===== config.mk =====
export PLATFORM = sky130hd
export DESIGN_NAME = fetch_sequencer
export DESIGN_NICKNAME = d
export VERILOG_FILES = /design/src/rtl/fetch_pkg.sv /design/src/rtl/fetch_next_pc.sv /design/src/rtl/fetch_sequencer.sv
export SDC_FILE = /design/constraint.sdc
export NUM_CORES = 1
export LEC_CHECK = 0
export BUFFER_PORTS_ARGS = -buffer_cell sky130_fd_sc_hd__buf_2
export CORE_MARGIN = 5
export CORE_UTILIZATION = 50
export DETAILED_ROUTE_END_ITERATION = 10
export HOLD_SLACK_MARGIN = 0.1
export PLACE_DENSITY = 0.86
export SYNTH_ARGS = -nofsm -noshare
export SYNTH_HDL_FRONTEND = slang
export SYNTH_SLANG_ARGS = --single-unit

===== constraint.sdc =====
create_clock -name clk -period 4.8 [get_ports clk]
set_input_delay 1.44 -clock clk [delete_from_list [all_inputs] [get_ports clk]]
set_output_delay 1.44 -clock clk [all_outputs]
set_load 0.05 [all_outputs]

===== src/rtl/fetch_pkg.sv =====
// -----------------------------------------------------------------------------
// fetch_pkg
// Shared types and constants for the instruction fetch sequencer.
//   fetch_state_t : REQ  - a request may be issued to instruction memory
//                   WAIT - one request outstanding, waiting for its response
//                   HOLD - instruction held for decode until it is accepted
//   INST_BYTES    : PC increment for a sequential instruction
//   NOP_INST      : canonical no-op encoding (addi x0, x0, 0)
// -----------------------------------------------------------------------------
package fetch_pkg;

    typedef enum logic [1:0] {
        REQ  = 2'd0,
        WAIT = 2'd1,
        HOLD = 2'd2
    } fetch_state_t;

    localparam int unsigned INST_BYTES = 32'd4;
    localparam logic [31:0] NOP_INST   = 32'h0000_0013;

endpackage


===== src/rtl/fetch_next_pc.sv =====
// -----------------------------------------------------------------------------
// fetch_next_pc
// Combinational next-PC select with priority
//   trap > redirect > sequential advance > hold.
// Redirect/trap targets are word aligned (bits [1:0] cleared) before use.
// Ports:
//   pc_i             current fetch PC
//   advance_i        held instruction accepted, step to the next sequential PC
//   trap_valid_i     trap entry request
//   trap_pc_i        trap vector
//   redirect_valid_i branch/jump taken
//   redirect_pc_i    branch/jump target
//   next_pc_o        selected next PC
//   redirect_o       a trap or redirect is active this cycle
// -----------------------------------------------------------------------------
module fetch_next_pc #(
    parameter int unsigned n          = 32,
    parameter int unsigned INST_BYTES = 4
) (
    input  logic [n-1:0] pc_i,
    input  logic         advance_i,
    input  logic         trap_valid_i,
    input  logic [n-1:0] trap_pc_i,
    input  logic         redirect_valid_i,
    input  logic [n-1:0] redirect_pc_i,
    output logic [n-1:0] next_pc_o,
    output logic         redirect_o
);

    // Priority select of the next fetch address
    always_comb begin
        next_pc_o  = pc_i;
        redirect_o = 1'b0;
        if (trap_valid_i) begin
            next_pc_o  = {trap_pc_i[n-1:2], 2'b00};
            redirect_o = 1'b1;
        end else if (redirect_valid_i) begin
            next_pc_o  = {redirect_pc_i[n-1:2], 2'b00};
            redirect_o = 1'b1;
        end else if (advance_i) begin
            // Plain n-bit addition, so the top word wraps to address 0
            next_pc_o  = pc_i + n'(INST_BYTES);
            redirect_o = 1'b0;
        end else begin
            next_pc_o  = pc_i;
            redirect_o = 1'b0;
        end
    end

endmodule


===== src/rtl/fetch_sequencer.sv =====
// -----------------------------------------------------------------------------
// fetch_sequencer
// Owns the PC, issues one outstanding request at a time to a req/gnt/rvalid
// instruction memory, holds the returned word until decode accepts it, and
// applies trap/redirect changes of flow, discarding stale instructions.
// Ports:
//   clk, reset                       clock, synchronous active-high reset
//   fetch_en                         allows new memory requests
//   redirect_valid/redirect_pc       branch/jump from execute
//   trap_valid/trap_pc               trap entry (wins over redirect)
//   imem_req/imem_addr               memory request and address (= pc_o)
//   imem_gnt/imem_rvalid/imem_rdata  memory grant and response
//   inst_valid/inst_o/inst_pc        held instruction towards decode
//   inst_ready                       decode accepts the held instruction
//   pc_o                             current fetch PC
// -----------------------------------------------------------------------------
module fetch_sequencer #(
    parameter int unsigned    n          = 32,
    parameter logic [n-1:0]   RESET_PC   = {n{1'b0}},
    parameter int unsigned    INST_BYTES = fetch_pkg::INST_BYTES
) (
    input  logic         clk,
    input  logic         reset,
    input  logic         fetch_en,
    input  logic         redirect_valid,
    input  logic [n-1:0] redirect_pc,
    input  logic         trap_valid,
    input  logic [n-1:0] trap_pc,
    output logic         imem_req,
    output logic [n-1:0] imem_addr,
    input  logic         imem_gnt,
    input  logic         imem_rvalid,
    input  logic [31:0]  imem_rdata,
    output logic         inst_valid,
    output logic [31:0]  inst_o,
    output logic [n-1:0] inst_pc,
    input  logic         inst_ready,
    output logic [n-1:0] pc_o
);

    import fetch_pkg::fetch_state_t;
    import fetch_pkg::REQ;
    import fetch_pkg::WAIT;
    import fetch_pkg::HOLD;

    fetch_state_t state_q, state_d;
    logic [n-1:0] pc_q, pc_d;
    logic         kill_q, kill_d;
    logic         inst_valid_q, inst_valid_d;
    logic [31:0]  inst_q, inst_d;
    logic [n-1:0] inst_pc_q, inst_pc_d;

    logic         req_s;
    logic         advance_s;
    logic         redir_s;
    logic [n-1:0] next_pc_s;

    // Request and handshake qualifiers
    assign req_s     = (state_q == REQ) && fetch_en && !reset;
    assign advance_s = (state_q == HOLD) && inst_ready;

    fetch_next_pc #(
        .n          (n),
        .INST_BYTES (INST_BYTES)
    ) u_next_pc (
        .pc_i             (pc_q),
        .advance_i        (advance_s),
        .trap_valid_i     (trap_valid),
        .trap_pc_i        (trap_pc),
        .redirect_valid_i (redirect_valid),
        .redirect_pc_i    (redirect_pc),
        .next_pc_o        (next_pc_s),
        .redirect_o       (redir_s)
    );

    // Next-state logic for the fetch FSM and its datapath registers
    always_comb begin
        state_d      = state_q;
        kill_d       = kill_q;
        inst_valid_d = inst_valid_q;
        inst_d       = inst_q;
        inst_pc_d    = inst_pc_q;
        // advance_s is only raised in HOLD, so next_pc_s equals pc_q
        // everywhere except on a redirect or an accepted instruction.
        pc_d         = next_pc_s;
        case (state_q)
            REQ: begin
                if (req_s && imem_gnt) begin
                    // A redirect in the grant cycle leaves a request for the
                    // old PC in flight; its response must be dropped.
                    state_d = WAIT;
                    kill_d  = redir_s;
                end else begin
                    state_d = REQ;
                end
            end
            WAIT: begin
                if (imem_rvalid) begin
                    if (kill_q || redir_s) begin
                        kill_d  = 1'b0;
                        state_d = REQ;
                    end else begin
                        inst_d       = imem_rdata;
                        inst_pc_d    = pc_q;
                        inst_valid_d = 1'b1;
                        state_d      = HOLD;
                    end
                end else if (redir_s) begin
                    kill_d = 1'b1;
                end else begin
                    state_d = WAIT;
                end
            end
            HOLD: begin
                // Redirect and handshake both release the held word; the PC
                // choice between them is made in fetch_next_pc.
                if (redir_s || inst_ready) begin
                    inst_valid_d = 1'b0;
                    state_d      = REQ;
                end else begin
                    state_d = HOLD;
                end
            end
            default: begin
                state_d      = REQ;
                kill_d       = 1'b0;
                inst_valid_d = 1'b0;
            end
        endcase
    end

    // State and datapath registers with synchronous reset
    always_ff @(posedge clk) begin
        if (reset) begin
            state_q      <= REQ;
            pc_q         <= RESET_PC;
            kill_q       <= 1'b0;
            inst_valid_q <= 1'b0;
            inst_q       <= 32'h0000_0000;
            inst_pc_q    <= {n{1'b0}};
        end else begin
            state_q      <= state_d;
            pc_q         <= pc_d;
            kill_q       <= kill_d;
            inst_valid_q <= inst_valid_d;
            inst_q       <= inst_d;
            inst_pc_q    <= inst_pc_d;
        end
    end

    assign imem_req   = req_s;
    assign imem_addr  = pc_q;
    assign pc_o       = pc_q;
    assign inst_valid = inst_valid_q;
    assign inst_o     = inst_q;
    assign inst_pc    = inst_pc_q;

endmodule


==> results.md <==
- Status: finished clean
- Gp weighted congestion: roughly 0.89
- Most frequent cells after synthesis: sky130_fd_sc_hd__nand2_1 (153), sky130_fd_sc_hd__dfxtp_1 (96), sky130_fd_sc_hd__a21oi_1 (85)
- H-tree Lvls: 3
- Startpoint of the most critical setup path: reset
- Arrival time at the worst endpoint: 2370 ps
- Final critical-path share of the clock period: 0.795
- Launching point of the worst reg2reg path: imem_addr[2]
- Post-synthesis sequential area ratio: 0.398
- Slew @ Worst Pin: 1000 ps
- Synthesized area: 4830 µm²
- Count of hold buffers inserted by post-cts repair: 0
- Leakage: around 2.7 nW
- Hold Violations, Final: 0
- Number of buffers added on ports: between 200 and 250
- Rel. slew slack: 0.331
- Number of buffers inserted by post-CTS setup repair: 0
- Placed wire-length estimate: between 10 and 15 mm
- Worst slack after detailed placement: between 900 and 1000 ps
- Time the final worst path needs with I/O delays and setup: about 3800 ps
- Element type at the critical path start: input port
- Via count of the first global-routing pass: 5011
- Global-route wire length before repair: ~25 mm
- Overflow after GRT: 0
- Post-synthesis cell count: ~620
- Clock edge transition at the registers on the reported setup and hold paths: about 90 ps
- Pin count of the biggest net entering global routing: around 90
- Average cell area after synthesis: around 7.7 µm²
- Critical path capture point type: output pin
- Class of the worst hold path: reg -> reg
- Number of violations of the max-capacitance limit: 0
- Vertical die dimension: roughly 110 µm
- Antenna violations before repair: 1
- Worst IR drop on VDD: ~0.15 mV
- Required time reported for the critical path endpoint: approximately 3400 ps
- Core region area: approximately 9300 µm²
- Later-pin clock latency in the skew report: between 300 and 400 ps
- Global Route Usage Sum: 0.263
- Synthesis-to-finish area growth: 22.7%
- Starting Density: 0.518
- Number of DRC markers after the initial detailed-route iteration: roughly 370
- Classification of the worst setup path: in -> out
- Endpoint of the worst hold path: inst_pc[21]
- FP Rows: 35
- Most used flip-flop cell after synthesis: sky130_fd_sc_hd__dfxtp_1
- Setup slack of the worst register-to-register path: 2320 ps
- Min setup slack post-route: 986 ps
- Routed Wire Length: ~16 mm
- Post-route ant nets: 0
- Endpoints failing setup: 0
- Fraction of synthesis flops using an asynchronous set or reset pin: 0
- Worst Hold Launch: inst_pc[21]
- Number of warnings reported in the yosys synthesis log: 0
- Hold slack final: approximately 460 ps
- Average detailed-routed wire length per instance: approximately 17 µm
- Area of the die: 11700 µm²
- Clock tree root buffer cell: sky130_fd_sc_hd__clkbuf_8
- Detailed-router iteration count before antenna repair: 7
- Aggregate negative setup slack: 0 ps
- Bufs on Longest Clock Path: 2
- Pwr dens: about 300 nW/µm²
- DRC errors left: 0
- Min-Delay Path Depth: 2
- Number of buffers inserted during clock tree synthesis: 9
- Top post-synthesis cells by area: sky130_fd_sc_hd__dfxtp_1 (40%), sky130_fd_sc_hd__nand2_1 (12%), sky130_fd_sc_hd__a21oi_1 (8.8%)
- Layout cell share with drive strength beyond 1: 0.330
- Most repeated cell in the gate-level netlist after synthesis: sky130_fd_sc_hd__nand2_1
- Max-slew violations: 0
- Library cell with the largest summed area after synthesis: sky130_fd_sc_hd__dfxtp_1
- Die width: roughly 110 µm
- Worst reg-to-reg path cell count: 6
- CTS tree: yes
- Maximum achievable frequency: between 200 and 300 MHz
- Number of vias in the routed layout: roughly 5.2k
- Clock Skew: roughly 16 ps
- Number of gates resized after cts: 0
- Unrepaired setup endpoints after global routing: no
- Post-synth EDFFs: 0
- Post-DR vias/cell: between 5 and 6
- Fraction of synthesized cell area taken by the top area cell type: 0.398
- Clock sinks: 96
- Top-Level Pins: around 230
- CP max FO: 3
- Yosys reg bits: 96
- Net count reported at finish: roughly 900
- Post-synthesis cell type count: about 70
- Endpoint of the lowest-slack register-to-register path: imem_addr[22]
[power by group]
part / total [mW] / switching (mW) / internal [mW]
Sequential: 0.860 / 0.0420 / 0.818
Clock: 0.536 / 0.320 / 0.216
Combinational: 0.362 / 0.257 / 0.105
[cell families (layout without fill, tap and decap cells)]
| family | Yosys count | count (layout) | share of synthesized area |
|---|---|---|---|
| muxes | 3 | 3 | 0.00647 |
| AOI/OAI and AO/OA | 169 | 169 | 0.225 |
| xor gates and xnor gates | 9 | 9 | 0.0163 |
| DFF | 96 | 96 | 0.398 |
| and+or+nand+nor | 254 | 254 | 0.242 |
| other | 1 | 7 | 0.000776 |
| adders and majority gates | 1 | 1 | 0.00259 |
| buffers and inverters | 91 | 259 | 0.109 |
[cells in the final DEF (no fill, tap or decap), types with 10 or more instances in the layout]
cell type	synthesis	final
sky130_fd_sc_hd__nand4_1	10	10
sky130_fd_sc_hd__dfxtp_1	96	96
sky130_fd_sc_hd__a21oi_1	85	85
sky130_fd_sc_hd__nor2_1	33	33
sky130_fd_sc_hd__nor3_1	12	12
sky130_fd_sc_hd__nand3_1	14	14
sky130_fd_sc_hd__nand2_1	153	153
sky130_fd_sc_hd__o21ai_0	12	12
sky130_fd_sc_hd__clkbuf_8	2	10
sky130_fd_sc_hd__inv_1	10	10
sky130_fd_sc_hd__buf_2	8	222
[worst max-delay path by stage]
stage / slack, ps / endpoint / depth (start not counted)
2_1_floorplan: 20 / imem_req / 2
3_3_place_gp: 1020 / imem_req / 3
3_5_place_dp: 990 / imem_req / 3
4_1_cts: 980 / imem_req / 3
5_1_grt: 920 / imem_req / 3
6_report: 990 / imem_req / 3
[final cells by class]
cell class | instances | area [µm²]
multi-input cells | 442 | 2410
clock inverters | 6 | 57.6
flip-flops and latches | 96 | 1920
inverters | 11 | 41.3
clock buffers | 10 | 138
well taps | 129 | 161
diodes | 1 | 2.50
repair buffers | 232 | 1200
fillers | 836 | 3400
[layer usage]
metal	up-vias	GRT usage	routed length (µm)
met5	-	0	13
met2	287	0.449	7820
li1	2487	-	-
met1	2401	0.323	6140
met4	2	0.113	546
met3	51	0.0537	1440
[worst max-delay path, cell delays in order]
cell	delay, ps
sky130_fd_sc_hd__buf_4	130
sky130_fd_sc_hd__nor4b_1	430
sky130_fd_sc_hd__buf_2	370
[flip-flops by register name (all words and copies together), names as in the netlist]
signal,cells
imem_addr,30
inst_o,32
inst_pc,30
inst_valid,1
kill_q,1
state_q,2
[metrics by stage]
step           cells   util  power [mW]  instance area (µm²)
2_1_floorplan    629      -        1.15                 4850
3_3_place_gp     910  0.615        1.23                 5730
3_5_place_dp     910  0.615        1.24                 5730
4_1_cts          926  0.636        1.76                 5930
5_1_grt          926  0.636        1.83                 5930
6_report         927  0.636        1.76                 5930
Power figures use the tool's default switching activity.
